$ cat src/rtl/adxl355_pkg.sv
// Shared constants and state encoding for the ADXL355 sequencing controller.
package adxl355_pkg;

    localparam logic [6:0] ADDR_DEVID_AD  = 7'h00;
    localparam logic [6:0] ADDR_STATUS    = 7'h04;
    localparam logic [6:0] ADDR_XDATA3    = 7'h08;
    localparam logic [6:0] ADDR_FILTER    = 7'h28;
    localparam logic [6:0] ADDR_RANGE     = 7'h2C;
    localparam logic [6:0] ADDR_POWER_CTL = 7'h2D;
    localparam logic [6:0] ADDR_RESET     = 7'h2F;

    localparam logic [7:0] RESET_CODE   = 8'h52;
    localparam logic [7:0] DEVID_AD_VAL = 8'hAD;
    localparam logic [3:0] XYZ_LEN      = 4'd9;

    typedef enum logic [3:0] {
        S_IDLE,
        S_SRST,
        S_WAIT_BOOT,
        S_ID,
        S_CFG_RANGE,
        S_CFG_FILTER,
        S_CFG_POWER,
        S_POLL_WAIT,
        S_POLL,
        S_READ_XYZ,
        S_ERROR
    } state_t;

endpackage

$ cat src/rtl/adxl355_sample_unpack.sv
// Counts burst bytes and assembles XDATA3..ZDATA1 into three 20-bit staging words.
module adxl355_sample_unpack
    import adxl355_pkg::*;
(
    input  logic        clk,
    input  logic        rst,
    input  logic        i_clear,
    input  logic        i_byte_vld,
    input  logic [7:0]  i_byte,
    output logic [3:0]  o_count,
    output logic [19:0] o_x,
    output logic [19:0] o_y,
    output logic [19:0] o_z
);

    logic [3:0]  r_count;
    logic [19:0] r_x;
    logic [19:0] r_y;
    logic [19:0] r_z;

    // Counter saturates so an overlong burst can never wrap back to a valid length.
    always_ff @(posedge clk or posedge rst) begin
        if (rst) begin
            r_count <= '0;
            r_x     <= '0;
            r_y     <= '0;
            r_z     <= '0;
        end else if (i_clear) begin
            r_count <= '0;
        end else if (i_byte_vld) begin
            if (r_count != 4'hF) begin
                r_count <= r_count + 4'd1;
            end
            case (r_count)
                4'd0:    r_x[19:12] <= i_byte;
                4'd1:    r_x[11:4]  <= i_byte;
                4'd2:    r_x[3:0]   <= i_byte[7:4];
                4'd3:    r_y[19:12] <= i_byte;
                4'd4:    r_y[11:4]  <= i_byte;
                4'd5:    r_y[3:0]   <= i_byte[7:4];
                4'd6:    r_z[19:12] <= i_byte;
                4'd7:    r_z[11:4]  <= i_byte;
                4'd8:    r_z[3:0]   <= i_byte[7:4];
                default: ;
            endcase
        end
    end

    assign o_count = (r_count == XYZ_LEN) ? XYZ_LEN : r_count;
    assign o_x     = r_x;
    assign o_y     = r_y;
    assign o_z     = r_z;

endmodule

$ cat src/rtl/adxl355_ctrl.sv
// ADXL355 power-up sequencer and data poller driving spi_master.
// Define ADXL355_ID_CHECK_EN to include the DEVID_AD identity check after boot.
module adxl355_ctrl
    import adxl355_pkg::*;
#(
    parameter logic [7:0] RANGE_VAL  = 8'h01,
    parameter logic [7:0] FILTER_VAL = 8'h00,
    parameter int         BOOT_WAIT  = 5000,
    parameter int         POLL_DIV   = 500,
    parameter int         TIMEOUT    = 4096
) (
    input  logic        clk,
    input  logic        rst,
    input  logic        enable,
    output logic        spi_start,
    output logic        spi_wr_rd,
    output logic [6:0]  spi_addr,
    output logic [7:0]  spi_wdata,
    output logic [3:0]  spi_len,
    input  logic [7:0]  spi_rdata,
    input  logic        spi_rdata_vld,
    input  logic        spi_done,
    output logic [19:0] sample_x,
    output logic [19:0] sample_y,
    output logic [19:0] sample_z,
    output logic        sample_vld,
    output logic        cfg_done,
    output logic        err
);

    localparam int WAIT_MAX = (BOOT_WAIT > POLL_DIV) ? BOOT_WAIT : POLL_DIV;
    localparam int WAIT_W   = $clog2(WAIT_MAX + 1);
    localparam int WDOG_W   = $clog2(TIMEOUT + 1);

    state_t              r_state;
    state_t              w_next;
    logic                r_busy;
    logic [WAIT_W-1:0]   r_cnt;
    logic [WDOG_W-1:0]   r_wdog;
    logic [7:0]          r_rx;
    logic                w_issue;
    logic                w_done;
    logic                w_timeout;
    logic                w_rx_cap;
    logic                w_cmd_wr;
    logic [6:0]          w_cmd_addr;
    logic [7:0]          w_cmd_wdata;
    logic [3:0]          w_cmd_len;
    logic [3:0]          w_count;
    logic [19:0]         w_x;
    logic [19:0]         w_y;
    logic [19:0]         w_z;

    assign w_done    = spi_done && r_busy;
    assign w_timeout = r_busy && !spi_done && (r_wdog == WDOG_W'(TIMEOUT - 1));

    adxl355_sample_unpack u_unpack (
        .clk        (clk),
        .rst        (rst),
        .i_clear    (w_issue && (r_state == S_READ_XYZ)),
        .i_byte_vld (spi_rdata_vld && r_busy && (r_state == S_READ_XYZ)),
        .i_byte     (spi_rdata),
        .o_count    (w_count),
        .o_x        (w_x),
        .o_y        (w_y),
        .o_z        (w_z)
    );

    // Transaction states issue once when idle, then advance on the matching spi_done.
    always_comb begin
        w_next      = r_state;
        w_issue     = 1'b0;
        w_cmd_wr    = 1'b0;
        w_cmd_addr  = '0;
        w_cmd_wdata = '0;
        w_cmd_len   = 4'd1;
        case (r_state)
            S_IDLE: begin
                if (enable) w_next = cfg_done ? S_POLL_WAIT : S_SRST;
            end
            S_SRST: begin
                w_cmd_addr  = ADDR_RESET;
                w_cmd_wdata = RESET_CODE;
                w_issue     = !r_busy;
                if (w_done) w_next = S_WAIT_BOOT;
            end
            S_WAIT_BOOT: begin
                if (r_cnt == WAIT_W'(BOOT_WAIT - 1)) begin
`ifdef ADXL355_ID_CHECK_EN
                    w_next = S_ID;
`else
                    w_next = S_CFG_RANGE;
`endif
                end
            end
`ifdef ADXL355_ID_CHECK_EN
            S_ID: begin
                w_cmd_wr   = 1'b1;
                w_cmd_addr = ADDR_DEVID_AD;
                w_issue    = !r_busy;
                if (w_done) w_next = (r_rx == DEVID_AD_VAL) ? S_CFG_RANGE : S_ERROR;
            end
`endif
            S_CFG_RANGE: begin
                w_cmd_addr  = ADDR_RANGE;
                w_cmd_wdata = RANGE_VAL;
                w_issue     = !r_busy;
                if (w_done) w_next = S_CFG_FILTER;
            end
            S_CFG_FILTER: begin
                w_cmd_addr  = ADDR_FILTER;
                w_cmd_wdata = FILTER_VAL;
                w_issue     = !r_busy;
                if (w_done) w_next = S_CFG_POWER;
            end
            S_CFG_POWER: begin
                w_cmd_addr = ADDR_POWER_CTL;
                w_issue    = !r_busy;
                if (w_done) w_next = S_POLL_WAIT;
            end
            S_POLL_WAIT: begin
                if (!enable) w_next = S_IDLE;
                else if (r_cnt == WAIT_W'(POLL_DIV - 1)) w_next = S_POLL;
            end
            S_POLL: begin
                w_cmd_wr   = 1'b1;
                w_cmd_addr = ADDR_STATUS;
                w_issue    = !r_busy && enable;
                if (!r_busy && !enable) w_next = S_IDLE;
                else if (w_done) w_next = r_rx[0] ? S_READ_XYZ : S_POLL_WAIT;
            end
            S_READ_XYZ: begin
                w_cmd_wr   = 1'b1;
                w_cmd_addr = ADDR_XDATA3;
                w_cmd_len  = XYZ_LEN;
                w_issue    = !r_busy;
                if (w_done) w_next = (w_count == XYZ_LEN) ? S_POLL_WAIT : S_ERROR;
            end
            default: ;
        endcase
        if (w_timeout) w_next = S_ERROR;
    end

    always_comb begin
        w_rx_cap = spi_rdata_vld && r_busy && (r_state == S_POLL);
`ifdef ADXL355_ID_CHECK_EN
        if (spi_rdata_vld && r_busy && (r_state == S_ID)) w_rx_cap = 1'b1;
`endif
    end

    always_ff @(posedge clk or posedge rst) begin
        if (rst) r_state <= S_IDLE;
        else     r_state <= w_next;
    end

    // Command fields latch with the start pulse and stay put until the next command.
    always_ff @(posedge clk or posedge rst) begin
        if (rst) begin
            spi_start <= 1'b0;
            spi_wr_rd <= 1'b0;
            spi_addr  <= '0;
            spi_wdata <= '0;
            spi_len   <= '0;
            r_busy    <= 1'b0;
            r_wdog    <= '0;
        end else begin
            spi_start <= w_issue;
            if (w_issue) begin
                spi_wr_rd <= w_cmd_wr;
                spi_addr  <= w_cmd_addr;
                spi_wdata <= w_cmd_wdata;
                spi_len   <= w_cmd_len;
                r_busy    <= 1'b1;
                r_wdog    <= '0;
            end else if (r_busy) begin
                if (spi_done || w_timeout) r_busy <= 1'b0;
                else                       r_wdog <= r_wdog + 1'b1;
            end
        end
    end

    always_ff @(posedge clk or posedge rst) begin
        if (rst) begin
            r_cnt      <= '0;
            r_rx       <= '0;
            sample_x   <= '0;
            sample_y   <= '0;
            sample_z   <= '0;
            sample_vld <= 1'b0;
            cfg_done   <= 1'b0;
            err        <= 1'b0;
        end else begin
            r_cnt      <= (w_next != r_state) ? '0 : r_cnt + 1'b1;
            sample_vld <= 1'b0;
            if (w_rx_cap) r_rx <= spi_rdata;
            if ((r_state == S_READ_XYZ) && w_done && (w_count == XYZ_LEN)) begin
                sample_x   <= w_x;
                sample_y   <= w_y;
                sample_z   <= w_z;
                sample_vld <= 1'b1;
            end
            if ((r_state == S_CFG_POWER) && w_done) cfg_done <= 1'b1;
            if (w_next == S_ERROR) err <= 1'b1;
        end
    end

endmodule

$ cat config.mk
export PLATFORM = sky130hd
export DESIGN_NAME = adxl355_ctrl
export DESIGN_NICKNAME = d
export VERILOG_FILES = /design/src/rtl/adxl355_pkg.sv /design/src/rtl/adxl355_sample_unpack.sv /design/src/rtl/adxl355_ctrl.sv
export SDC_FILE = /design/constraint.sdc
export NUM_CORES = 1
export LEC_CHECK = 0
export CORE_AREA = 5 5 135 137
export DETAILED_ROUTE_END_ITERATION = 10
export DIE_AREA = 0 0 140 142
export HOLD_SLACK_MARGIN = 0.12
export MAX_ROUTING_LAYER = met4
export PLACE_DENSITY = 0.66
export REMOVE_ABC_BUFFERS = 1
export SYNTH_ARGS = -nofsm -noshare
export SYNTH_HDL_FRONTEND = slang
export SYNTH_SLANG_ARGS = --single-unit
$ cat constraint.sdc
create_clock -name clk -period 10.1 [get_ports clk]
set_clock_uncertainty 0.15 [all_clocks]
set_input_delay 1.01 -clock clk [delete_from_list [all_inputs] [get_ports clk]]
set_output_delay 1.01 -clock clk [all_outputs]
set_load 0.05 [all_outputs]
# ---- Word-level counts from Yosys, hierarchy flattened
# Cells that the tools add are included.
dict set report op_classes {
  n_bitwise 1
  n_eq_ne 25
  muxes 33
  n_reduce_logical 34
  n_addsub 3
}
# operator count
set ops {}
lappend ops {{4-bit two-way mux} 19}
lappend ops {{13-bit two-way mux} 4}
lappend ops {{4-bit case mux with 9 select lines} 1}
lappend ops {{6-bit case mux with 6 select lines} 1}
lappend ops {{4-bit by 3-bit == test with 1-bit output (second input constant)} 8}
lappend ops {{3-bit AND reduction} 9}
lappend ops {{13-bit by 1-bit adder with 13-bit output (second input constant)} 2}
lappend ops {{4-bit == test (second input constant)} 6}
lappend ops {{7-bit case mux with 2 select lines} 1}
lappend ops {{13-bit by 12-bit == test with 1-bit output (second input constant)} 1}
lappend ops {{13-bit == test (second input constant)} 1}
lappend ops {{13-bit by 9-bit == test with 1-bit output (second input constant)} 1}
lappend ops {{4-bit by 2-bit == test with 1-bit output (second input constant)} 3}
lappend ops {{1-bit logical AND} 12}
lappend ops {{4-bit by 1-bit == test with 1-bit output (second input constant)} 2}
lappend ops {{4-bit logical NOT} 2}
lappend ops {{2-bit nonzero test} 3}
lappend ops {{1-bit two-way mux} 5}
lappend ops {{5-bit OR reduction} 1}
lappend ops {{4-bit by 1-bit adder with 4-bit output (second input constant)} 1}
lappend ops {{4-bit inequality test} 1}
lappend ops {{4-bit inequality test (second input constant)} 1}
lappend ops {{2-bit AND reduction} 2}
lappend ops {{1-bit logical NOT} 3}
lappend ops {{6 further kinds} 6}
dict set report word_totals {
  reg_bits 180
  word_cells 122
  out_inout_bits 84
}

# ---- Depth between registers and ports, before layout
dict set report depth {
  word_depth 9
  ltp_mapped 10
}

# ---- By module
# Synthesis repeated with hierarchy kept, for this count alone.
dict set report hier_totals {
  cells_unflattened 728
  area_unflattened_um2 7588.5
}
# module seq_area_each_um2 area_per_inst_um2 cells_each instances
set by_module_without_submodules {}
lappend by_module_without_submodules {adxl355_ctrl 2652.5 4961.0 558 1}
lappend by_module_without_submodules {adxl355_sample_unpack 1601.5 2627.5 170 1}

# ---- Worst setup path after synthesis
# No wires, ideal clock.
dict set report synth_path {
  path_kind {input-to-reg}
  start {input port spi_done}
  end {register r_cnt[1]}
  stages 7
  setup_ns 0.134
  arrival_time_ns 2.464
  path_slack_ns 7.351
  cell_sequence {or3b_1 > nor4_1 > and2_2 > a2111oi_4 > o2111ai_2 > buf_6 > nor3b_2}
}
dict set report synth_via {
  elab_chain_len 7
  elab_cells_between_ends 15
  classes_between {1 x eq/ne; 10 x mux; 4 x reduce/logical}
}
# item line_no
set synth_rtl {}
lappend synth_rtl {{start: declaration} adxl355_ctrl.sv:22} ;# input logic spi_done,
lappend synth_rtl {{1-bit logical AND} adxl355_ctrl.sv:54} ;# assign w_done = spi_done && r_busy;
lappend synth_rtl {{4-bit two-way mux} adxl355_ctrl.sv:130} ;# else if (w_done) w_next = r_rx[0] ? S_READ_XYZ : S_POLL_WAIT;
lappend synth_rtl {{4-bit two-way mux} adxl355_ctrl.sv:129} ;# if (!r_busy && !enable) w_next = S_IDLE;
lappend synth_rtl {{4-bit case mux with 9 select lines} adxl355_ctrl.sv:77} ;# case (r_state)
lappend synth_rtl {{4-bit two-way mux *} adxl355_ctrl.sv:141} ;# if (w_timeout) w_next = S_ERROR;
lappend synth_rtl {{4-bit inequality test *} adxl355_ctrl.sv:193} ;# r_cnt <= (w_next != r_state) ? '0 : r_cnt + 1'b1;
lappend synth_rtl {{13-bit two-way mux *} adxl355_ctrl.sv:193}
lappend synth_rtl {{end signal: assignment} adxl355_ctrl.sv:193}
lappend synth_rtl {{end: declaration} adxl355_ctrl.sv:38} ;# logic [WAIT_W-1:0] r_cnt;
# Every way passes the cells marked *; elsewhere a longest branch is shown, timed or not.
# A chain may end at the register's enable or synchronous reset.

# ---- Worst setup path in the final report
dict set report layout_path {
  start {input port spi_done}
  end {register sample_z[4]}
}
dict set report layout_via {
  elab_chain_len 3
}
# item line_no
set layout_rtl {}
lappend layout_rtl {{1-bit logical AND} adxl355_ctrl.sv:54}
lappend layout_rtl {{1-bit logical AND (2 in a row)} adxl355_ctrl.sv:196} ;# if ((r_state == S_READ_XYZ) && w_done && (w_count == XYZ_LEN)) begin
lappend layout_rtl {{end signal: assignment} adxl355_ctrl.sv:199} ;# sample_z <= w_z;
lappend layout_rtl {{end: declaration} adxl355_ctrl.sv:25} ;# output logic [19:0] sample_z,
# No other way between the ends.

==> impl_metrics.csv <==
group,metric,value,unit
synth,synth_edf_count,0,
routing,via_per_inst,5.14,
synth,ys.warnings.count,0,
placement,hpwl,10.5,mm
sta,final.setup.tns,0,ns
routing,drc,0,
placement,portBuffers,88,
floorplanning,initial_core_util,43.7,%
cts,cts_sinks,170,
sta,period_minus_slack,3.67,ns
cts,post_cts_buffers,0,
pwr,powerDensity,220,mW/mm^2
synth,synthAdderAreaFrac,1.18,%
cts,clk_pin_slew,0.06,ns
worst_hold_path,min_path_type,"flop to flop",
pwr,intPower,1.34,mW
job,cap_violations,0,
synth,synth-simple-area-share,20.1,%
pwr,fin_total_pwr,1.99,mW
sta,finalWorstSetupSlack,6.43,ns
worst_setup_path,cpPeakStageDelay,0.90,ns
routing,routed_wl,15.6,mm
floorplanning,io_pins,97,
cts,h-tree-depth,4,
floorplanning,fp-row-count,48,
sta,finalHoldViolations,0,
grt,antenna_found_initial,0,
routing,first_iter_violations,285,
worst_setup_path,slowest_stage,"or3_2",
worst_setup_path,crit_top_cell,"nand2_1",
cts,cts_inserted_buffers,17,
synth,yosysTopAreaCellShare,57.4,%
cells_and_area,final_util,53.5,%
cells_and_area,final_cell_mix,"nand2_1, dfrtp_1, clkdlybuf4s50_1",
cts,cts_hold_buf,0,
synth,synth_area_leaders,"dfrtp_1, nand2_1, mux2_1",
routing,vias,5162,
sta,drv_slew,0,
floorplanning,core,0.0169,mm^2
synth,synthMuxAreaShare,9.41,%
pwr,power_frac_comb,23.1,%
floorplanning,dieArea,0.0199,mm^2
grt,grt_pass1_vias,5236,
worst_setup_path,cp-start-kind,"input port",
cells_and_area,layout_commonest_cell,"nand2_1",
synth,syn_inst,686,
synth,synth-xor-area-share,2.48,%
synth,avgSynthCellArea,10.8,um^2
synth,seq_area_frac_synth,57.4,%
pwr,swShare,32.4,%
run_status,status,"finished, final reports clean",
cts,root_buffer,"clkbuf_16",
pwr,p_seq_share,41.6,%
grt,overflow,0,
cells_and_area,fin_nets,788,
cts,clk_latency,0.41,ns
cells_and_area,final-instance-count-excl-fill,1004,
placement,placed_cell_area,0.00842,mm^2
sta,fmax,273,MHz
grt,grt_start_max_net_pins,97,
pwr,peakVddDrop,0.000202,V
cells_and_area,drive_gt1_share,8.09,%
grt,track_usage,16.8,%
pwr,p_leak,4.46,nW
worst_setup_path,required,10.25,ns
synth,synth_cell_types,75,
synth,yosysTopAreaCell,"dfrtp_1",
pwr,clockPowerShare,35.3,%
placement,dp_worst_setup_slack,5.97,ns
grt,grt_pass1_wl,26.4,mm
worst_setup_path,crit_chain,"clkdlybuf4s50_1 > nand2_1 > or3_2 > clkinv_1 > buf_4 > nand2_1 > nand2_1",
sta,setup_violations,0,
worst_setup_path,arrival,3.82,ns
sta,grt_setup_unrepaired,"false",
worst_setup_path,crit_path_max_fanout,62,
routing,wire_per_inst,15.6,um
pwr,p_sw,645,uW
cells_and_area,antenna_cells,0,
floorplanning,die-height,142,um
synth,ys_seq_elements,170,
synth,synth_ff_type,"dfrtp_1",
cts,cts_tree,"done",
cts,clk_path_buf_depth,2,
sta,relSlewSlack,23.8,%
cts,ctsResizeCount,0,
floorplanning,fp.dieW,140,um
routing,postRouteAntennaNets,0,
synth,synth_compound_area_share,5.98,%
sta,worstMarginPinSlew,1.14,ns
synth,async_reset_ff_share,100,%
placement,gp_congestion,0.838,
cells_and_area,final_area,0.00906,mm^2
cells_and_area,area_delta_synth_final,22.3,%
sta,period_share,36.3,%
synth,synth_area,0.00741,mm^2
sta,hold_slack,0.314,ns
synth,synth_top_family_by_area,"simple AND/OR/NAND/NOR gates",
routing,first_pass_iters,4,
placement,dp_cells,974,
worst_setup_path,crit_type,"input port to flop",
worst_setup_path,end_kind,"flop",
power groups by stage:
stage	registers, mW	clock network (mW)	logic, mW
global placement	0.834	0	0.450
CTS	0.826	0.717	0.463
finish	0.827	0.701	0.460
global route	0.838	0.749	0.502
floorplan	0.893	0	0.252
detailed placement	0.837	0	0.461
state kept, by name, indices dropped and copies added, names as in the netlist, 2 cells and up:
name and count:
r_state 4, spi_addr 5, u_unpack.o_z 20, spi_len 2, u_unpack.r_count 4, u_unpack.o_x 20
sample_x 20, spi_wdata 2, sample_y 20, r_cnt 13, sample_z 20, u_unpack.o_y 20
r_wdog 13
synth_stat cells (9+ instances only):
| library cell | count |
|---|---|
| nand2_1 | 215 |
| dfrtp_1 | 170 |
| mux2_1 | 56 |
| nor2_1 | 22 |
| clkbuf_1 | 18 |
| o21ai_0 | 14 |
| buf_4 | 13 |
| xnor2_1 | 13 |
| a21oi_1 | 12 |
| inv_1 | 10 |
| nand4_1 | 9 |
| nor3_2 | 9 |
layer usage:
| layer | share of wire [%] | track usage [%] |
|---|---|---|
| met4 | 1.7 | 5.30 |
| met5 | 0 | - |
| met3 | 4.8 | 3.97 |
| met1 | 47 | 22.4 |
| met2 | 46 | 25.8 |
critical path, delay by kind of cell:
kind,cells,cell delay (ns)
buf+inv,3,1.47
simple gates,4,1.29
kinds of logic after synthesis:
| group | after synthesis |
|---|---|
| AO/OA/AOI/OAI | 59 |
| buffers and inverters | 47 |
| other | 1 |
| multiplexers | 62 |
| adder cells (fa/ha/maj) | 7 |
| flip-flops | 170 |
| XOR/XNOR | 21 |
| AND/OR/NAND/NOR | 319 |
layout make-up:
cell class	instances	area, um^2
Sequential cell	170	4250
Clock buffer	20	447
Fill cell	1477	7880
Inverter	12	50.0
Timing Repair Buffer	91	903
Clock inverter	10	190
Multi-Input combinational cell	476	2930
Tap cell	225	282
worst paths after layout:
path | from | to | slack [ns] | cells past startpoint
min reg2reg | u_unpack.o_y[17] | sample_y[17] | 0.31 | 2
max in group asynchronous | rst | r_cnt[10] | 7.33 | 3
min in group asynchronous | rst | sample_z[4] | 0.98 | 2
min | u_unpack.o_y[17] | sample_y[17] | 0.31 | 2
max reg2reg | r_state[2] | sample_z[4] | 6.75 | 6
max | spi_done | sample_z[4] | 6.43 | 7
(Power assumes the default switching activity.)
